$ cat config.mk
export PLATFORM = sky130hd
export DESIGN_NAME = x1_seq
export DESIGN_NICKNAME = d
export VERILOG_FILES = /design/src/rtl/x1_pkg.sv /design/src/rtl/x1_dec.sv /design/src/rtl/x1_seq.sv
export SDC_FILE = /design/constraint.sdc
export NUM_CORES = 1
export LEC_CHECK = 0
export CAP_MARGIN = 20
export CORE_ASPECT_RATIO = 1.5
export CORE_MARGIN = 5
export CORE_UTILIZATION = 40
export CTS_CLUSTER_SIZE = 20
export DETAILED_ROUTE_END_ITERATION = 16
export PLACE_DENSITY = 0.81
export SKIP_LAST_GASP = 1
export SLEW_MARGIN = 30
export SYNTH_ARGS = -nofsm -noshare
export SYNTH_HDL_FRONTEND = slang
export SYNTH_HIERARCHICAL = 1
export SYNTH_SLANG_ARGS = --single-unit
$ cat constraint.sdc
create_clock -name cpuClk -period 2.19 [get_ports cpuClk]
set_clock_uncertainty 0.2 [all_clocks]
set_input_delay 0.3285 -clock cpuClk [delete_from_list [all_inputs] [get_ports cpuClk]]
set_output_delay 0.3285 -clock cpuClk [all_outputs]
set_load 0.005 [all_outputs]
$ cat src/rtl/x1_pkg.sv
// Shared definitions for the X1 sequencer: opcodes, FSM states,
// instruction field positions and the halt encoding.
package x1_pkg;

    typedef enum logic [2:0] {
        IDLE,
        FETCH,
        DECODE,
        EXEC,
        WB,
        HALT
    } state_t;

    localparam logic [2:0] OP_ADD = 3'b000;
    localparam logic [2:0] OP_SUB = 3'b001;
    localparam logic [2:0] OP_MUL = 3'b010;
    localparam logic [2:0] OP_SRL = 3'b011;
    localparam logic [2:0] OP_SRA = 3'b100;
    localparam logic [2:0] OP_SLL = 3'b101;
    localparam logic [2:0] OP_NUL = 3'b110;
    localparam logic [2:0] OP_LD  = 3'b111;

    localparam int SA_MSB = 15;
    localparam int SA_LSB = 11;
    localparam int DA_MSB = 10;
    localparam int DA_LSB = 6;
    localparam int OP_MSB = 5;
    localparam int OP_LSB = 3;
    localparam int SH_MSB = 2;
    localparam int SH_LSB = 0;
    localparam int DA_W   = DA_MSB - DA_LSB + 1;

    // A NUL opcode with the maximum shift amount is reserved as HALT
    localparam logic [2:0] HALT_OP = OP_NUL;
    localparam logic [2:0] HALT_SH = 3'b111;

    function automatic logic isHalt(input logic [2:0] op, input logic [2:0] sh);
        return (op == HALT_OP) && (sh == HALT_SH);
    endfunction

endpackage

$ cat src/rtl/x1_dec.sv
// Opcode to one-hot operation select for the X1 datapath; the select is
// forced to zero whenever the enable is low.
module x1_dec
    import x1_pkg::*;
(
    input  logic       i_en,
    input  logic [2:0] i_opcode,
    output logic [7:0] o_opSel
);

    // Bit order is {add,sub,mul,srl,sra,sll,nul,ld}, so ADD lands in bit 7
    always_comb begin
        o_opSel = '0;
        if (i_en) begin
            case (i_opcode)
                OP_ADD:  o_opSel = 8'h80;
                OP_SUB:  o_opSel = 8'h40;
                OP_MUL:  o_opSel = 8'h20;
                OP_SRL:  o_opSel = 8'h10;
                OP_SRA:  o_opSel = 8'h08;
                OP_SLL:  o_opSel = 8'h04;
                OP_NUL:  o_opSel = 8'h02;
                default: o_opSel = 8'h01;
            endcase
        end
    end

endmodule

$ cat src/rtl/x1_seq.sv
// X1 sequencer: program loader plus a four-state-per-instruction fetch,
// decode, execute and write-back controller sharing one memory port.
module x1_seq
    import x1_pkg::*;
#(
    parameter int AW = 5,
    parameter int DW = 16,
    parameter int W  = 4
) (
    input  logic          cpuClk,
    input  logic          cpuRst,
    input  logic          start,
    input  logic          wm,
    input  logic          ld_valid,
    output logic          ld_ready,
    input  logic [AW-1:0] ld_addr,
    input  logic [DW-1:0] ld_data,
    output logic [AW-1:0] mem_addr,
    output logic          mem_we,
    output logic [DW-1:0] mem_wdata,
    input  logic [DW-1:0] mem_rdata,
    output logic [7:0]    op_sel,
    output logic [2:0]    sa,
    output logic          exec_en,
    input  logic [W-1:0]  acc_in,
    output logic          busy,
    output logic          halted,
    output logic [7:0]    retired
);

    state_t          r_state;
    state_t          w_next;
    logic [AW-1:0]   r_pc;
    logic [DA_W-1:0] r_irDa;
    logic [2:0]      r_irOp;
    logic [2:0]      r_irSh;
    logic [7:0]      r_retired;
    logic            w_ldReady;
    logic            w_ldFire;
    logic            w_startGo;
    logic            w_execEn;
    logic            w_fetchedHalt;

    assign w_ldReady     = (r_state == IDLE) || (r_state == HALT);
    // Gating with cpuRst keeps the loader from writing while reset is held
    assign w_ldFire      = cpuRst && ld_valid && w_ldReady;
    assign w_startGo     = w_ldReady && start && !w_ldFire;
    assign w_fetchedHalt = isHalt(mem_rdata[OP_MSB:OP_LSB], mem_rdata[SH_MSB:SH_LSB]);

    always_ff @(posedge cpuClk or negedge cpuRst) begin
        if (!cpuRst) begin
            r_state <= IDLE;
        end else begin
            r_state <= w_next;
        end
    end

    always_comb begin
        w_next    = r_state;
        w_execEn  = 1'b0;
        ld_ready  = w_ldReady;
        busy      = 1'b0;
        halted    = 1'b0;
        sa        = '0;
        mem_addr  = '0;
        mem_we    = 1'b0;
        mem_wdata = '0;
        case (r_state)
            IDLE: begin
                if (w_startGo) w_next = FETCH;
            end
            FETCH: begin
                busy     = 1'b1;
                mem_addr = r_pc;
                w_next   = DECODE;
            end
            DECODE: begin
                busy     = 1'b1;
                mem_addr = AW'(mem_rdata[SA_MSB:SA_LSB]);
                w_next   = w_fetchedHalt ? HALT : EXEC;
            end
            EXEC: begin
                busy     = 1'b1;
                w_execEn = 1'b1;
                sa       = r_irSh;
                w_next   = WB;
            end
            WB: begin
                busy   = 1'b1;
                w_next = FETCH;
                if (wm) begin
                    mem_we    = 1'b1;
                    mem_addr  = AW'(r_irDa);
                    mem_wdata = DW'(acc_in);
                end
            end
            HALT: begin
                halted = 1'b1;
                if (w_startGo) w_next = FETCH;
            end
            default: w_next = IDLE;
        endcase
        if (w_ldFire) begin
            mem_we    = 1'b1;
            mem_addr  = ld_addr;
            mem_wdata = ld_data;
        end
    end

    always_ff @(posedge cpuClk or negedge cpuRst) begin
        if (!cpuRst) begin
            r_pc      <= '0;
            r_irDa    <= '0;
            r_irOp    <= '0;
            r_irSh    <= '0;
            r_retired <= '0;
        end else begin
            case (r_state)
                IDLE, HALT: begin
                    if (w_startGo) begin
                        r_pc      <= '0;
                        r_retired <= '0;
                    end
                end
                DECODE: begin
                    r_irDa <= mem_rdata[DA_MSB:DA_LSB];
                    r_irOp <= mem_rdata[OP_MSB:OP_LSB];
                    r_irSh <= mem_rdata[SH_MSB:SH_LSB];
                    if (w_fetchedHalt) r_retired <= r_retired + 8'd1;
                end
                WB: begin
                    r_pc      <= r_pc + AW'(1);
                    r_retired <= r_retired + 8'd1;
                end
                default: ;
            endcase
        end
    end

    x1_dec u_dec (
        .i_en     (w_execEn),
        .i_opcode (r_irOp),
        .o_opSel  (op_sel)
    );

    assign exec_en = w_execEn;
    assign retired = r_retired;

endmodule

==> results.md <==
- Status: finished with violations
- Failing checks: setup timing
- Synth async-reset ratio: 100%
- Reg area: 678 um2
- Clock buffer depth: 2
- Fin crit period: 2350 ps
- Die width: around 64 um
- Largest area contributor in the synthesized netlist: dfrtp_1
- Top_reg_cell synth: dfrtp_1
- End of the worst register-to-register path: retired[4]$_DFFE_PN0P_
- Floorplan row count: 29
- Critical path's top delay family: buffers and inverters
- Area delta synth->final: 77.6%
- Most frequent cell on the critical path: buf_6
- Most frequent cell after synthesis: nand2_1
- Cts bufs inserted: 3
- Synth top area share: 37.9%
- H-Tree Depth: 1
- GRT Overall Usage: 23.3%
- Setup Viol. Count Final: 30
- FF-to-FF setup slack: -120 ps
- Core area: 0.00428 mm2
- Fin. max-slew vios: 0
- Setup crit end kind: output pin
- Largest net degree at the start of global routing: 15
- Seq/Total Area, Yosys: 37.9%
- CP Max Fanout: 3
- Worst-Skew Late Latency: 280 ps
- Arrival time at the worst endpoint: 1820 ps
- Io pins: 91
- RR Startpoint: r_state[2]$_DFFE_PN0P_
- Root Driver: clkbuf_8
- Register bit total from synthesis: 27
- Maximum capacitance violations: 0
- Mapped cell area: 0.00178 mm2
- Post-synth EDFFs: 0
- DRT antenna net count: 0
- CTS tree: yes
- Die Ht: around 92 um
- Via density: 5.71
- Vias: ~2100
- # diodes: 0
- First drt pass iteration count: 4
- DRT iter0 DRCs: 110
- Req. time, crit path: 1660 ps
- PwrDens: 1040 mW/mm2
- Synth top area cells: dfrtp_1, nand2_1, and2_1
- Final WS setup: -162 ps
- Final Instance Area: 0.00316 mm2
- Leak Pwr: 1.55 nW
- Max VDD drop: 0.664 mV
- Hold Fails Final Rpt: 0
- Slew HR: roughly three quarters
- RSZ-0062 raised after global routing: yes
- First-pass GRT wire length: around 11000 um
- Syn Nets: 251
- Hold Slack: 261 ps
- Fmax: ~430 MHz
- Worst path max stage delay: roughly 440 ps
- CP Buf/Inv Count: 6
- Die ar.: 0.00592 mm2
- Syn Area/Cell: 8.78 um2
- Gr ovfl total: 0
- Fin nets: 378
- R2R cell count: 7
- Initial Util: 41.6%
- PortBufs: 90
- Area of the multi-input gates: 0.00115 mm2
- DR WL/cell: 18.0 um
- Commonest cells in the netlist: nand2_1, dfrtp_1, and2_1
- Synth warn: 6
- DP Wirelength: 4420 um
- Worst setup path category: register to output pin
- Fraction of layout instances using a drive strength above 1: 37.4%
- Worst Tran Pin Value: 389 ps
- Cells after synthesis: 203
- Vias in the first global route: around 2200
- Hold Path Class: input port to async pin
- Netlist cell types: 52
- Post-Place Cell Area: 0.00288 mm2
- Sink Count: 27
- Critical path's slowest cell: dfrtp_2
- Critical-path cell list: buf_6 -> buf_6 -> nor3_4 -> buf_2 -> buf_6 -> buf_6 -> and4b_2 -> buf_2
- Startpoint types: register
- Fin crit share: 107%
- Clk slew on worst S/H paths: ~100 ps
- Gpl congestion: around 0.86
- Final routed DRC violation total: 0
- WL final: 6760 um
- Fill count: approximately 320
- Initial antenna violation count: 0
==> per-stage QoR <==
stage,setup WS [ps],power [mW],instances,TNS [ps],util [%]
finish,-162,3.30,375,-1770,73.9
global route,-222,3.54,375,-4200,73.9
CTS,-206,3.21,377,-3360,73.5
detailed placement,-274,2.56,351,-6550,67.2
global placement,-261,2.52,351,-6270,67.2
floorplan,89.0,1.71,203,0,-
==> kinds of logic after synthesis <==
logic type	after synthesis	share of synthesized area, %
XOR/XNOR	3	1.47
AND/OR/NAND/NOR	105	31.7
flip-flops	27	37.9
adder cells (fa/ha/maj)	3	2.04
buffers and inverters	14	3.44
multiplexers	1	0.632
AO/OA/AOI/OAI	50	22.8
==> cell type report <==
cell class | count | share of cell area, %
clock buffers | 4 | 1.42
repair buffers | 133 | 38.7
well taps | 46 | 1.82
multi-input cells | 162 | 36.3
flip-flops and latches | 27 | 21.4
inverters | 3 | 0.356
==> state kept, by name, summed over array words and instances, names as in the netlist <==
register,flops
retired,8
r_irDa,5
r_pc,5
r_irOp,3
r_irSh,3
r_state,3
==> per-layer routing <==
metal | global-route usage [%] | part of all wire, % | up-vias
li1 | - | - | 996
met2 | 44.7 | 57 | 91
met4 | 6.17 | 2.0 | 0
met5 | 0 | 0 | -
met1 | 26.1 | 36 | 1038
met3 | 3.30 | 5.3 | 17
==> cells in the final DEF (no fill, tap or decap), drive strengths merged, types with 4 or more instances in the layout <==
| master | instances |
|---|---|
| a22oi | 6 |
| buf | 74 |
| dfrtp | 27 |
| o21ai | 7 |
| clkbuf | 8 |
| clkdlybuf4s50 | 53 |
| nor3 | 4 |
| nor2 | 13 |
| nor2b | 4 |
| and3 | 6 |
| and2 | 14 |
| a221o | 7 |
| a21oi | 5 |
| nand3 | 5 |
| a22o | 6 |
| and4b | 4 |
| nand2 | 43 |
==> worst register-to-register path: cells and delay by family (launching register included) <==
family	cells	cell delay, ps
buf+inv	4	560
flops	1	440
compound gates	2	590
simple gates	1	430
==> repair_timing <==
action / in CTS / in global routing
setup buffers: 18 / 5
gates cloned: 5 / 0
pin swaps: 16 / 11
endpoints found under the hold margin: 0 / 0
resized for setup: 171 / 31
endpoints found under the setup margin: 37 / 40
hold buffers: 0 / 0
==> how the worst max path moves through the flow <==
stage / from / end / slack (ps) / cells after the start
after floorplan: r_state[1]$_DFFE_PN0P_ / op_sel[2] / 90 / 5
after global placement: cpuRst / mem_addr[2] / -260 / 5
after detailed placement: cpuRst / mem_addr[4] / -270 / 5
after CTS: r_state[2]$_DFFE_PN0P_ / mem_addr[0] / -210 / 8
after global routing: r_state[2]$_DFFE_PN0P_ / op_sel[1] / -220 / 8
final: r_state[2]$_DFFE_PN0P_ / op_sel[1] / -160 / 8
==> where the power goes <==
| part | internal, mW | switching [mW] | leakage [nW] |
|---|---|---|---|
| clock | 0.131 | 0.157 | 0.0228 |
| sequential | 0.674 | 0.217 | 0.348 |
| combinational | 1.18 | 0.943 | 1.18 |
Power figures use the tool's default switching activity.
